[src/rtl/mist1032isa_sync_fifo_wr_arbiter_pkg.sv]
// Shared constants for the FIFO write-port arbiter: requester count,
// ID width and flush FSM state encodings.
package mist1032isa_sync_fifo_wr_arbiter_pkg;

  localparam int REQ_N = 4;
  localparam int ID_W  = 2;

  localparam logic [1:0] ST_IDLE   = 2'd0;
  localparam logic [1:0] ST_DRAIN  = 2'd1;
  localparam logic [1:0] ST_REMOVE = 2'd2;
  localparam logic [1:0] ST_DONE   = 2'd3;

endpackage

[src/rtl/mist1032isa_sync_fifo_wr_arbiter_rr.sv]
// mist1032isa_rr_arbiter4: combinational 4-way round-robin picker.
// req_i/rr_i in; grant_o (one-hot), id_o, valid_o out.
module mist1032isa_rr_arbiter4
  import mist1032isa_sync_fifo_wr_arbiter_pkg::*;
(
  input  logic [REQ_N-1:0] req_i,
  input  logic [ID_W-1:0]  rr_i,
  output logic [REQ_N-1:0] grant_o,
  output logic [ID_W-1:0]  id_o,
  output logic             valid_o
);

  logic [ID_W-1:0] idx;

  // Scan from the farthest offset down so the
  // nearest requester after rr_i wins last.
  always_comb begin
    idx     = '0;
    id_o    = '0;
    valid_o = 1'b0;
    for (int i = REQ_N - 1; i >= 0; i--) begin
      idx = rr_i + ID_W'(i);
      if (req_i[idx]) begin
        valid_o = 1'b1;
        id_o    = idx;
      end
    end
  end

  assign grant_o = valid_o ? (REQ_N'(1) << id_o) : '0;

endmodule

[src/rtl/mist1032isa_sync_fifo_wr_arbiter.sv]
// Round-robin share of one sync FIFO write port among 4 requesters,
// with ID tagging, full protection and sequenced flush (iREMOVE).
module mist1032isa_sync_fifo_wr_arbiter
  import mist1032isa_sync_fifo_wr_arbiter_pkg::*;
#(
  parameter int N     = 16,
  parameter int DEPTH = 4,
  parameter int D_N   = 2
)(
  input  logic                  iCLOCK,
  input  logic                  inRESET,
  input  logic [REQ_N-1:0]      iREQ_VALID,
  input  logic [REQ_N*N-1:0]    iREQ_DATA,
  output logic [REQ_N-1:0]      oREQ_ACK,
  input  logic                  iFLUSH_REQ,
  output logic                  oFLUSH_ACK,
  output logic                  oFIFO_REMOVE,
  output logic                  oFIFO_WR_EN,
  output logic [N+ID_W-1:0]     oFIFO_WR_DATA,
  input  logic                  iFIFO_FULL,
  input  logic [D_N-1:0]        iFIFO_COUNT
);

  localparam logic [D_N-1:0] CNT_LAST = D_N'(DEPTH - 1);

  logic [1:0]          state_q, state_d;
  logic [ID_W-1:0]     rr_q, rr_d;
  logic                wr_en_q, wr_en_d;
  logic [N+ID_W-1:0]   wr_data_q, wr_data_d;
  logic                remove_q, remove_d;
  logic                fack_q, fack_d;

  logic [REQ_N-1:0]    grant;
  logic [ID_W-1:0]     gnt_id;
  logic                gnt_vld;
  logic                space_ok;
  logic                accept;

  mist1032isa_rr_arbiter4 u_rr (
    .req_i   (iREQ_VALID),
    .rr_i    (rr_q),
    .grant_o (grant),
    .id_o    (gnt_id),
    .valid_o (gnt_vld)
  );

  // COUNT==DEPTH-1 plus a write in flight means the
  // FIFO is full at the next edge.
  assign space_ok = !iFIFO_FULL &&
                    !(wr_en_q && iFIFO_COUNT == CNT_LAST);

  // Reset gates the combinational ack so every
  // output is low while inRESET is asserted.
  assign accept = inRESET && (state_q == ST_IDLE) &&
                  !iFLUSH_REQ && space_ok && gnt_vld;

  assign oREQ_ACK = accept ? grant : '0;

  always_comb begin
    state_d   = state_q;
    rr_d      = rr_q;
    wr_en_d   = accept;
    wr_data_d = wr_data_q;
    remove_d  = 1'b0;
    fack_d    = 1'b0;
    if (accept) begin
      wr_data_d = {gnt_id, iREQ_DATA[gnt_id*N +: N]};
      rr_d      = gnt_id + ID_W'(1);
    end
    unique case (state_q)
      ST_IDLE: begin
        if (iFLUSH_REQ) state_d = ST_DRAIN;
      end
      ST_DRAIN: begin
        if (!wr_en_q) begin
          state_d  = ST_REMOVE;
          remove_d = 1'b1;
        end
      end
      ST_REMOVE: begin
        state_d = ST_DONE;
        fack_d  = 1'b1;
      end
      ST_DONE: begin
        state_d = ST_IDLE;
      end
    endcase
  end

  always_ff @(posedge iCLOCK or negedge inRESET) begin
    if (!inRESET) begin
      state_q   <= ST_IDLE;
      rr_q      <= '0;
      wr_en_q   <= 1'b0;
      wr_data_q <= '0;
      remove_q  <= 1'b0;
      fack_q    <= 1'b0;
    end else begin
      state_q   <= state_d;
      rr_q      <= rr_d;
      wr_en_q   <= wr_en_d;
      wr_data_q <= wr_data_d;
      remove_q  <= remove_d;
      fack_q    <= fack_d;
    end
  end

  assign oFIFO_WR_EN   = wr_en_q;
  assign oFIFO_WR_DATA = wr_data_q;
  assign oFIFO_REMOVE  = remove_q;
  assign oFLUSH_ACK    = fack_q;

endmodule

[config.mk]
export PLATFORM = sky130hd
export DESIGN_NAME = mist1032isa_sync_fifo_wr_arbiter
export DESIGN_NICKNAME = d
export VERILOG_FILES = /design/src/rtl/mist1032isa_sync_fifo_wr_arbiter_pkg.sv /design/src/rtl/mist1032isa_sync_fifo_wr_arbiter_rr.sv /design/src/rtl/mist1032isa_sync_fifo_wr_arbiter.sv
export SDC_FILE = /design/constraint.sdc
export NUM_CORES = 1
export LEC_CHECK = 0
export ABC_AREA = 1
export BUFFER_PORTS_ARGS = -buffer_cell sky130_fd_sc_hd__buf_2
export CAP_MARGIN = 25
export CORE_ASPECT_RATIO = 1.75
export CORE_MARGIN = 2
export CORE_UTILIZATION = 50
export CTS_CLUSTER_DIAMETER = 50
export CTS_CLUSTER_SIZE = 25
export DETAILED_ROUTE_END_ITERATION = 7
export PLACE_DENSITY = 0.95
export SLEW_MARGIN = 20
export SYNTH_ARGS = -nofsm -noshare
export SYNTH_HDL_FRONTEND = slang
export SYNTH_SLANG_ARGS = --single-unit
[constraint.sdc]
create_clock -name iCLOCK -period 2.9 [get_ports iCLOCK]
set_input_delay 0.29 -clock iCLOCK [delete_from_list [all_inputs] [get_ports iCLOCK]]
set_output_delay 0.29 -clock iCLOCK [all_outputs]
set_load 0.005 [all_outputs]
-- Word-level counts from Yosys, hierarchy flattened
Cells that the tools add are included.
W data, S select, Z words.
- add/subtract/negate cells: 4
- magnitude comparators: 4
- equality and inequality tests: 6
- shifts and indexed selects: 2
- multiplexer cells: 24
- reduce and logical (&&, ||, !) cells: 11
- operator list (operator ; number):
    $shiftx A64 B7 Y16 ; 1
    $lt A2 B3 Y1 const B ; 4
    $mux W2 ; 6
    $mux W1 ; 11
    $bmux W1 S2 ; 4
    $mux W4 ; 2
    $pmux W2 S4 ; 1
    $eq A2 B2 Y1 const B ; 3
    $logic_and A1 B1 Y1 ; 6
    $add A2 B1 Y2 const B ; 2
    $add A2 B2 Y2 const B ; 2
    $ne A2 B2 Y1 const B ; 2
    $shl A1 B2 Y4 const A ; 1
    $logic_not A1 Y1 ; 3
    $eq A2 B1 Y1 const B ; 1
    $logic_not A2 Y1 ; 1
    $reduce_and A2 Y1 ; 1
- flip-flop bits (word level): 25
- input port bits: 74
- output and inout port bits: 25
- word-level logic and storage cells: 57

-- Logic depth before layout (Yosys ltp)
Gate-level depths: netlist of run 1.
- depth in word-level cells: 10
- depth in mapped cells: 15
- gate-level depth less buffers: 13

-- Modules after synthesis
A second synthesis of run 1 with hierarchy kept.
- cell total of the unflattened synthesis: 365
- area, all modules: 2204.6 µm²
- by module, submodules not included (module ; instances ; cells each ; area an instance (µm²) ; sequential area each (µm²)):
    mist1032isa_sync_fifo_wr_arbiter ; 1 ; 307 ; 1946.9 ; 625.6
    mist1032isa_rr_arbiter4 ; 1 ; 58 ; 257.7 ; 0.0

-- Least setup slack after synthesis of run 1
Ideal clock, no wire load.
- path type: flip-flop to output port
- from: reg rr_q[0]
- to: out oREQ_ACK[0]
- arrival time: 1.566 ns
- required time: 2.610 ns
- slack: 1.044 ns
- stages on the path, launching flop included: 12
- path buffers: 2
- path through: dfrtp_1 > buf_6 > xnor2_1 > nand2_1 > nand3_2 > nand2_1 > nand2_2 > nand2_4 > buf_6 > nor2_2 > inv_1 > nor2_1
- word-level cells in the longest chain between the ends: 10
- elaborated cells on any way between the ends: 23
- those cells by class: add/sub: 3; shift: 1; mux: 18; reduce/logical: 1
- RTL lines (what ; RTL line ; source):
    from (decl) ; mist1032isa_sync_fifo_wr_arbiter.sv:27 ; logic [ID_W-1:0] rr_q, rr_d;
    from (signal assigned) ; mist1032isa_sync_fifo_wr_arbiter.sv:100 ; rr_q <= rr_d;
    $add A2 B2 Y2 ; mist1032isa_sync_fifo_wr_arbiter_rr.sv:22 ; idx = rr_i + ID_W'(i);
    $bmux W1 S2 ; mist1032isa_sync_fifo_wr_arbiter_rr.sv:23 ; if (req_i[idx]) begin
    $mux W1 (not written as such) ; mist1032isa_sync_fifo_wr_arbiter_rr.sv:23 ;
    $mux W2 (4 in series) ; mist1032isa_sync_fifo_wr_arbiter_rr.sv:23 ;
    $shl A1 B2 Y4 ; mist1032isa_sync_fifo_wr_arbiter_rr.sv:30 ; assign grant_o = valid_o ? (REQ_N'(1) << id_o) : '0;
    $mux W4 ; mist1032isa_sync_fifo_wr_arbiter_rr.sv:30 ;
    $mux W4 (*) ; mist1032isa_sync_fifo_wr_arbiter.sv:57 ; assign oREQ_ACK = accept ? grant : '0;
    to (decl) ; mist1032isa_sync_fifo_wr_arbiter.sv:14 ; output logic [REQ_N-1:0] oREQ_ACK,
Every way passes the cells marked *; elsewhere a longest branch is shown, timed or not. The select of a mux whose other input is x is not followed.

-- Worst setup path in the final report of run 1
- from: reg rr_q[0]
- to: out oREQ_ACK[1]
Same word-level chain as after synthesis.

==> flow_metrics.py, run 1 <==
metrics = {
    "timing": {
        "slew_violations": 0,
        "max_freq_ghz": 0.381,
        "tns_ns": 0,
        "period_needed_ns": 2.62,
        "rsz0062_at_grt": "no",
        "setup_viol": 0,
        "slew_headroom_pct": 61.9,
        "finalWorstSetupSlack_ns": 0.279,
        "tightest_slew_ns": 0.571,
        "hold_slack_ns": -0.00293,
        "skew_ns": 0.00190,
        "hold_viol": 3,
        "period_share_pct": 90.4,
    },
    "setup_path": {
        "slowest_delay_ns": 0.64,
        "cp_cell_sequence": "inv_1 > nand2_1 > nand3_1 > nand2_1 > nand3_2 > nand2_1 > nand2_2 > buf_4 > a21oi_1 > nand2_1 > inv_1 > buf_2",
        "critical_path_class": "register to primary output",
        "crit_arrival_ns": 2.33,
        "startpoint_type": "register",
        "slowest_stage": "dfrtp_1",
        "timing.rr.start": "rr_q[0]$_DFFE_PN0P_",
        "cpMostUsedCell": "nand2_1",
        "critPathLaunch": "rr_q[0]$_DFFE_PN0P_",
        "crit_path_end_kind": "primary output",
        "rrSetupSlack_ns": 0.73,
        "reg2reg_to": "oFIFO_WR_DATA[2]$_DFFE_PN0P_",
        "worstRegToRegCells": 12,
        "path_max_fanout": 33,
        "critPathCapture": "oREQ_ACK[1]",
        "cp.required_ns": 2.61,
    },
    "drt": {
        "routedWlPerCell_um": 10.9,
        "drt_iter0_markers": 61,
        "routed_wirelength_um": 5330,
        "num_vias": 2373,
        "drtPass1Iterations": 4,
        "ant_nets": 0,
        "via_per_inst": 4.87,
        "drc": 0,
    },
    "power_and_ir_drop": {
        "p_per_area_nw_per_um2": 1050,
        "p_int_mw": 1.29,
        "swShare_pct": 52.9,
        "p_switching_mw": 1.44,
        "ir_worst_vdd_mv": 0.649,
        "p_leak_nw": 1.76,
        "clockPowerShare_pct": 7.6,
        "pwr-share-seq_pct": 23.7,
        "combinationalPowerShare_pct": 68.8,
        "power_mw": 2.73,
    },
    "clock_tree": {
        "clock_latency_ns": 0.27,
        "cts.repair.resized": 0,
        "postCtsHoldBufs": 0,
        "cts_setup_buffers": 0,
        "cts.sinks": 25,
        "cts_max_path_buffers": 2,
        "htree_levels": 1,
        "cts_buffers": 3,
        "clkTransAtPathRegs_ns": 0.08,
        "cts_tree": "built",
        "root_buffer": "clkbuf_8",
    },
    "yosys": {
        "yosys.area.top_type": "dfrtp_1",
        "synthTopCellsByArea": "dfrtp_1 (30%), nand2_1 (23%), nand3_1 (17%)",
        "yosysMostFrequentCell": "nand2_1",
        "synth_edf_count": 0,
        "synth_common_cells": "nand2_1 (124), inv_1 (79), nand3_1 (69)",
        "ys_warn_count": 0,
        "ys_seq_area_share_pct": 30.3,
        "synth_nets": 427,
        "synth-seq-cells": 25,
        "synth_top_cell_area_share_pct": 30.3,
        "netlist_instances": 349,
        "ys_types": 22,
        "netlist_area_um2": 2060,
        "avgSynthCellArea_um2": 5.92,
        "ys.flop_type": "dfrtp_1",
        "async_reset_ff_share_pct": 100,
    },
    "cells_and_area": {
        "n_fill_cell": 377,
        "syn2layout_area_growth_pct": 25.5,
        "nNetsFinal": 518,
        "final_util_pct": 66.4,
        "fin_area_um2": 2590,
        "n_antenna_cell": 0,
        "drive_gt1_share_pct": 26.2,
    },
    "status": {
        "violations": "hold timing",
        "status": "finished, violations left",
    },
    "placed_design": {
        "place_area_um2": 2540,
        "port_buffers": 98,
        "place_ws_ns": 0.620,
        "gp_congestion": 0.833,
        "hpwlAfterDp_um": 4300,
    },
    "global_routing": {
        "antenna_found_initial": 0,
        "grt_max_degree": 35,
        "grt_use_total_pct": 24.0,
        "grt_pass1_wl_um": 8690,
        "first_global_vias": 2208,
        "grt-ovfl-total": 0,
    },
    "floorplan": {
        "die_y_um": 89.0,
        "dieArea_um2": 4680,
        "start_util_pct": 52.9,
        "io_pins": 99,
        "die_w_um": 52.6,
        "fp-row-count": 30,
        "core_area_um2": 3900,
    },
    "worst_hold_path": {
        "hold_class": "input port to async pin",
    },
    "run": {
        "max_cap_violations": 0,
    },
}
metrics by stage:
step,std cells,hold slack [ns]
floorplan,349,-0.00559
global placement,483,0.306
detailed placement,483,0.305
CTS,487,0.0115
global route,487,0.0130
finish,487,-0.00293
how the worst min path moves through the flow:
stage / startpoint / to / depth (start not counted)
final: inRESET / oFIFO_WR_DATA[1]$_DFFE_PN0P_ / 2
after global placement: inRESET / rr_q[1]$_DFFE_PN0P_ / 2
after CTS: inRESET / oFIFO_WR_DATA[1]$_DFFE_PN0P_ / 2
after global routing: inRESET / oFIFO_WR_DATA[15]$_DFFE_PN0P_ / 2
after detailed placement: inRESET / oFIFO_WR_DATA[1]$_DFFE_PN0P_ / 2
after floorplan: inRESET / oFIFO_REMOVE$_DFF_PN0_ / 0
metal layers:
| layer | routed length [µm] | part of all wire (%) | up-vias | global-route usage [%] |
|---|---|---|---|---|
| met1 | 1990 | 37 | 1036 | 25.9 |
| met5 | 0 | 0 | - | 0 |
| met3 | 257 | 4.8 | 18 | 1.67 |
| li1 | - | - | 1224 | - |
| met4 | 195 | 3.7 | 0 | 14.2 |
| met2 | 2890 | 54 | 95 | 44.3 |
state kept, by name, summed over array words and instances, names as in the netlist:
signal	count
oFIFO_WR_DATA	18
rr_q	2
state_q	2
oFIFO_REMOVE	1
oFIFO_WR_EN	1
oFLUSH_ACK	1
area by class of cell:
cell class                      count  area (µm²)  share of cell area, %
Multi-Input combinational cell    228        1040                   40.0
Sequential cell                    25         626                   24.1
Timing Repair Buffer              102         520                   20.1
Inverter                           80         300                   11.6
Tap cell                           48        60.1                   2.32
Clock buffer                        3        41.3                   1.59
Clock inverter                      1        7.51                  0.290
cell usage in the layout, fill, tap and decap left out:
cell        Yosys  layout
nand3_2         2       2
nand2_1       124     124
clkinvlp_4      0       1
a21oi_1         2       2
buf_4           1       4
xnor2_1         1       1
nand3_1        69      69
inv_1          79      79
o21ai_0         6       6
nor2_2          1       1
nand2_2         3       3
nand4_1         1       1
clkbuf_8        0       3
nand2_4         1       1
o21ai_2         1       1
o21ai_1         2       2
buf_2           7      98
inv_2           1       1
nor2_1         10      10
o211ai_1        1       1
ha_1            4       4
dfrtp_1        25      25
cell families after synthesis:
family                   after synthesis  synth area share [%]
AND/OR/NAND/NOR                      211                  44.1
buffers and inverters                 96                  19.5
flip-flops                            25                  30.3
AO/OA/AOI/OAI                         12                  3.21
adder cells (fa/ha/maj)                4                  2.42
XOR/XNOR                               1                 0.424
worst max-delay path: cells and delay by family (launching register included):
family	cells	cell delay [ns]
DFF	1	0.64
buffers and inverters	4	0.60
AOI/OAI and AO/OA	1	0.17
and+or+nand+nor	7	0.64
power by group through the flow:
stage | clock, mW | combinational, mW | sequential (mW)
2_1_floorplan | 0 | 1.53 | 0.625
3_3_place_gp | 0 | 1.79 | 0.641
3_5_place_dp | 0 | 1.87 | 0.649
4_1_cts | 0.211 | 1.88 | 0.642
5_1_grt | 0.232 | 2.16 | 0.661
6_report | 0.207 | 1.88 | 0.645
Note: power is estimated with default switching activity, not from simulation.
==> run 2: changes to the inputs <==
==> constraint.sdc (replaced) <==
create_clock -name iCLOCK -period 3.1 [get_ports iCLOCK]
set_input_delay 0.31 -clock iCLOCK [delete_from_list [all_inputs] [get_ports iCLOCK]]
set_output_delay 0.31 -clock iCLOCK [all_outputs]
set_load 0.005 [all_outputs]
==> run 2 against run 1 <==
Against the previous run: the flow now finishes without violations; die area stayed put; non-clock buffer count unchanged; sequential cell count is the same.
==> flow_metrics.py, run 2 (synthesis results as in run 1) <==
metrics = {
    "cells_and_area": {
        "layout_commonest_cell": "nand2_1",
        "final_util_pct": 66.4,
        "largest_reg_flops": 18,
        "drive_gt1_share_pct": 26.2,
        "multi_input_area_um2": 1040,
        "final_cell_mix": "nand2_1 (124), buf_2 (98), inv_1 (79)",
        "area.sequential_um2": 626,
        "n_fill_cell": 360,
        "nNetsFinal": 518,
        "n_antenna_cell": 0,
        "syn2layout_area_growth_pct": 25.5,
    },
    "floorplan": {
        "fp-row-count": 30,
        "core_area_um2": 3900,
        "die_w_um": 52.6,
        "die_y_um": 89.0,
        "io_pins": 99,
        "dieArea_um2": 4680,
        "start_util_pct": 52.9,
    },
    "timing": {
        "tightest_slew_ns": 0.563,
        "slew_headroom_pct": 62.4,
        "tns_ns": 0,
        "max_freq_ghz": 0.375,
        "hold_viol": 0,
        "finalWorstSetupSlack_ns": 0.436,
        "slew_violations": 0,
        "period_share_pct": 85.9,
        "skew_ns": 0.00573,
        "period_needed_ns": 2.66,
        "rsz0062_at_grt": "no",
        "hold_slack_ns": 0.0267,
        "setup_viol": 0,
    },
    "run": {
        "max_cap_violations": 0,
    },
    "global_routing": {
        "antenna_found_initial": 0,
        "grt_pass1_wl_um": 8740,
        "first_global_vias": 2155,
        "grt_use_total_pct": 24.3,
        "grt-ovfl-total": 0,
        "grt_max_degree": 35,
    },
    "drt": {
        "via_per_inst": 4.94,
        "num_vias": 2406,
        "drtPass1Iterations": 4,
        "drt_iter0_markers": 53,
        "routedWlPerCell_um": 11.0,
        "ant_nets": 0,
        "routed_wirelength_um": 5370,
        "drc": 0,
    },
    "setup_path": {
        "startpoint_type": "register",
        "path_max_fanout": 33,
        "critical_path_class": "register to primary output",
        "cpMostUsedCell": "nand2_1",
        "slowest_stage": "dfrtp_1",
        "crit_path_end_kind": "primary output",
        "cp_cell_sequence": "inv_1 > nand2_1 > nand2_1 > nand2_1 > nand3_2 > nand2_1 > nand2_2 > buf_4 > a21oi_1 > nand2_1 > inv_1 > buf_2",
        "crit_family": "simple AND/OR/NAND/NOR gates",
        "path_buf_inv": 4,
        "crit_arrival_ns": 2.35,
        "slowest_delay_ns": 0.64,
        "cp.required_ns": 2.79,
    },
    "power_and_ir_drop": {
        "power_mw": 2.58,
        "combinationalPowerShare_pct": 68.8,
        "swShare_pct": 53.4,
        "p_per_area_nw_per_um2": 994,
        "p_int_mw": 1.20,
        "p_switching_mw": 1.37,
        "p_leak_nw": 1.76,
        "pwr-share-seq_pct": 23.7,
        "ir_worst_vdd_mv": 0.868,
        "clockPowerShare_pct": 7.5,
    },
    "clock_tree": {
        "htree_levels": 1,
        "postCtsHoldBufs": 0,
        "cts.repair.resized": 0,
        "root_buffer": "clkbuf_8",
        "cts.sinks": 25,
        "cts_max_path_buffers": 2,
        "clock_latency_ns": 0.27,
        "clkTransAtPathRegs_ns": 0.08,
        "cts_buffers": 3,
        "cts_setup_buffers": 0,
        "cts_tree": "built",
    },
    "placed_design": {
        "port_buffers": 98,
        "place_ws_ns": 0.764,
        "hpwlAfterDp_um": 4230,
        "gp_congestion": 0.825,
    },
    "status": {
        "status": "finished, final reports clean",
    },
    "worst_hold_path": {
        "hold_class": "input port to async pin",
    },
}
[run 2: final timing paths]
kind	start	endpoint	slack [ns]	cells after the start
min in group iCLOCK	iREQ_DATA[28]	oFIFO_WR_DATA[12]$_DFFE_PN0P_	0.42	7
max in group asynchronous	inRESET	oFIFO_WR_DATA[4]$_DFFE_PN0P_	2.84	2
hold / removal	inRESET	rr_q[1]$_DFFE_PN0P_	0.03	2
setup reg to reg	rr_q[0]$_DFFE_PN0P_	oFIFO_WR_DATA[16]$_DFFE_PN0P_	0.74	8
hold reg to reg	oFIFO_WR_EN$_DFF_PN0_	oFIFO_REMOVE$_DFF_PN0_	0.50	1
setup / recovery	rr_q[0]$_DFFE_PN0P_	oREQ_ACK[1]	0.44	12
[run 2: routing by layer]
metal	track usage, %	share of wire (%)	up-vias
met2	46.9	56	76
met4	10.3	2.6	0
met1	26.2	38	1091
met5	0	0	-
li1	-	-	1224
met3	1.34	3.4	15
[run 2: power groups by stage]
| stage | Sequential (mW) | Clock, mW | Combinational (mW) |
|---|---|---|---|
| detailed placement | 0.609 | 0 | 1.76 |
| floorplan | 0.584 | 0 | 1.43 |
| finish | 0.611 | 0.193 | 1.77 |
| global route | 0.623 | 0.215 | 2.03 |
| CTS | 0.607 | 0.195 | 1.78 |
| global placement | 0.602 | 0 | 1.72 |
[run 2: area by class of cell]
cell class / count / share of cell area (%)
Multi-Input combinational cell: 228 / 40.0
Sequential cell: 25 / 24.1
Timing Repair Buffer: 102 / 20.1
Inverter: 80 / 11.6
Tap cell: 48 / 2.32
Clock buffer: 3 / 1.59
Clock inverter: 1 / 0.290
[run 2: stage by stage]
step / instance area [µm²] / instances
finish: 2590 / 487
global route: 2590 / 487
CTS: 2590 / 487
detailed placement: 2540 / 483
global placement: 2540 / 483
floorplan: 2060 / 349
[run 2: worst register-to-register path: stages, from the launching register on]
cell	delay, ns
dfrtp_1	0.64
nand2_1	0.11
o21ai_1	0.13
nor2_1	0.07
nand2_1	0.06
nand4_1	0.39
inv_1	0.61
nor2_1	0.13
nor2_1	0.16
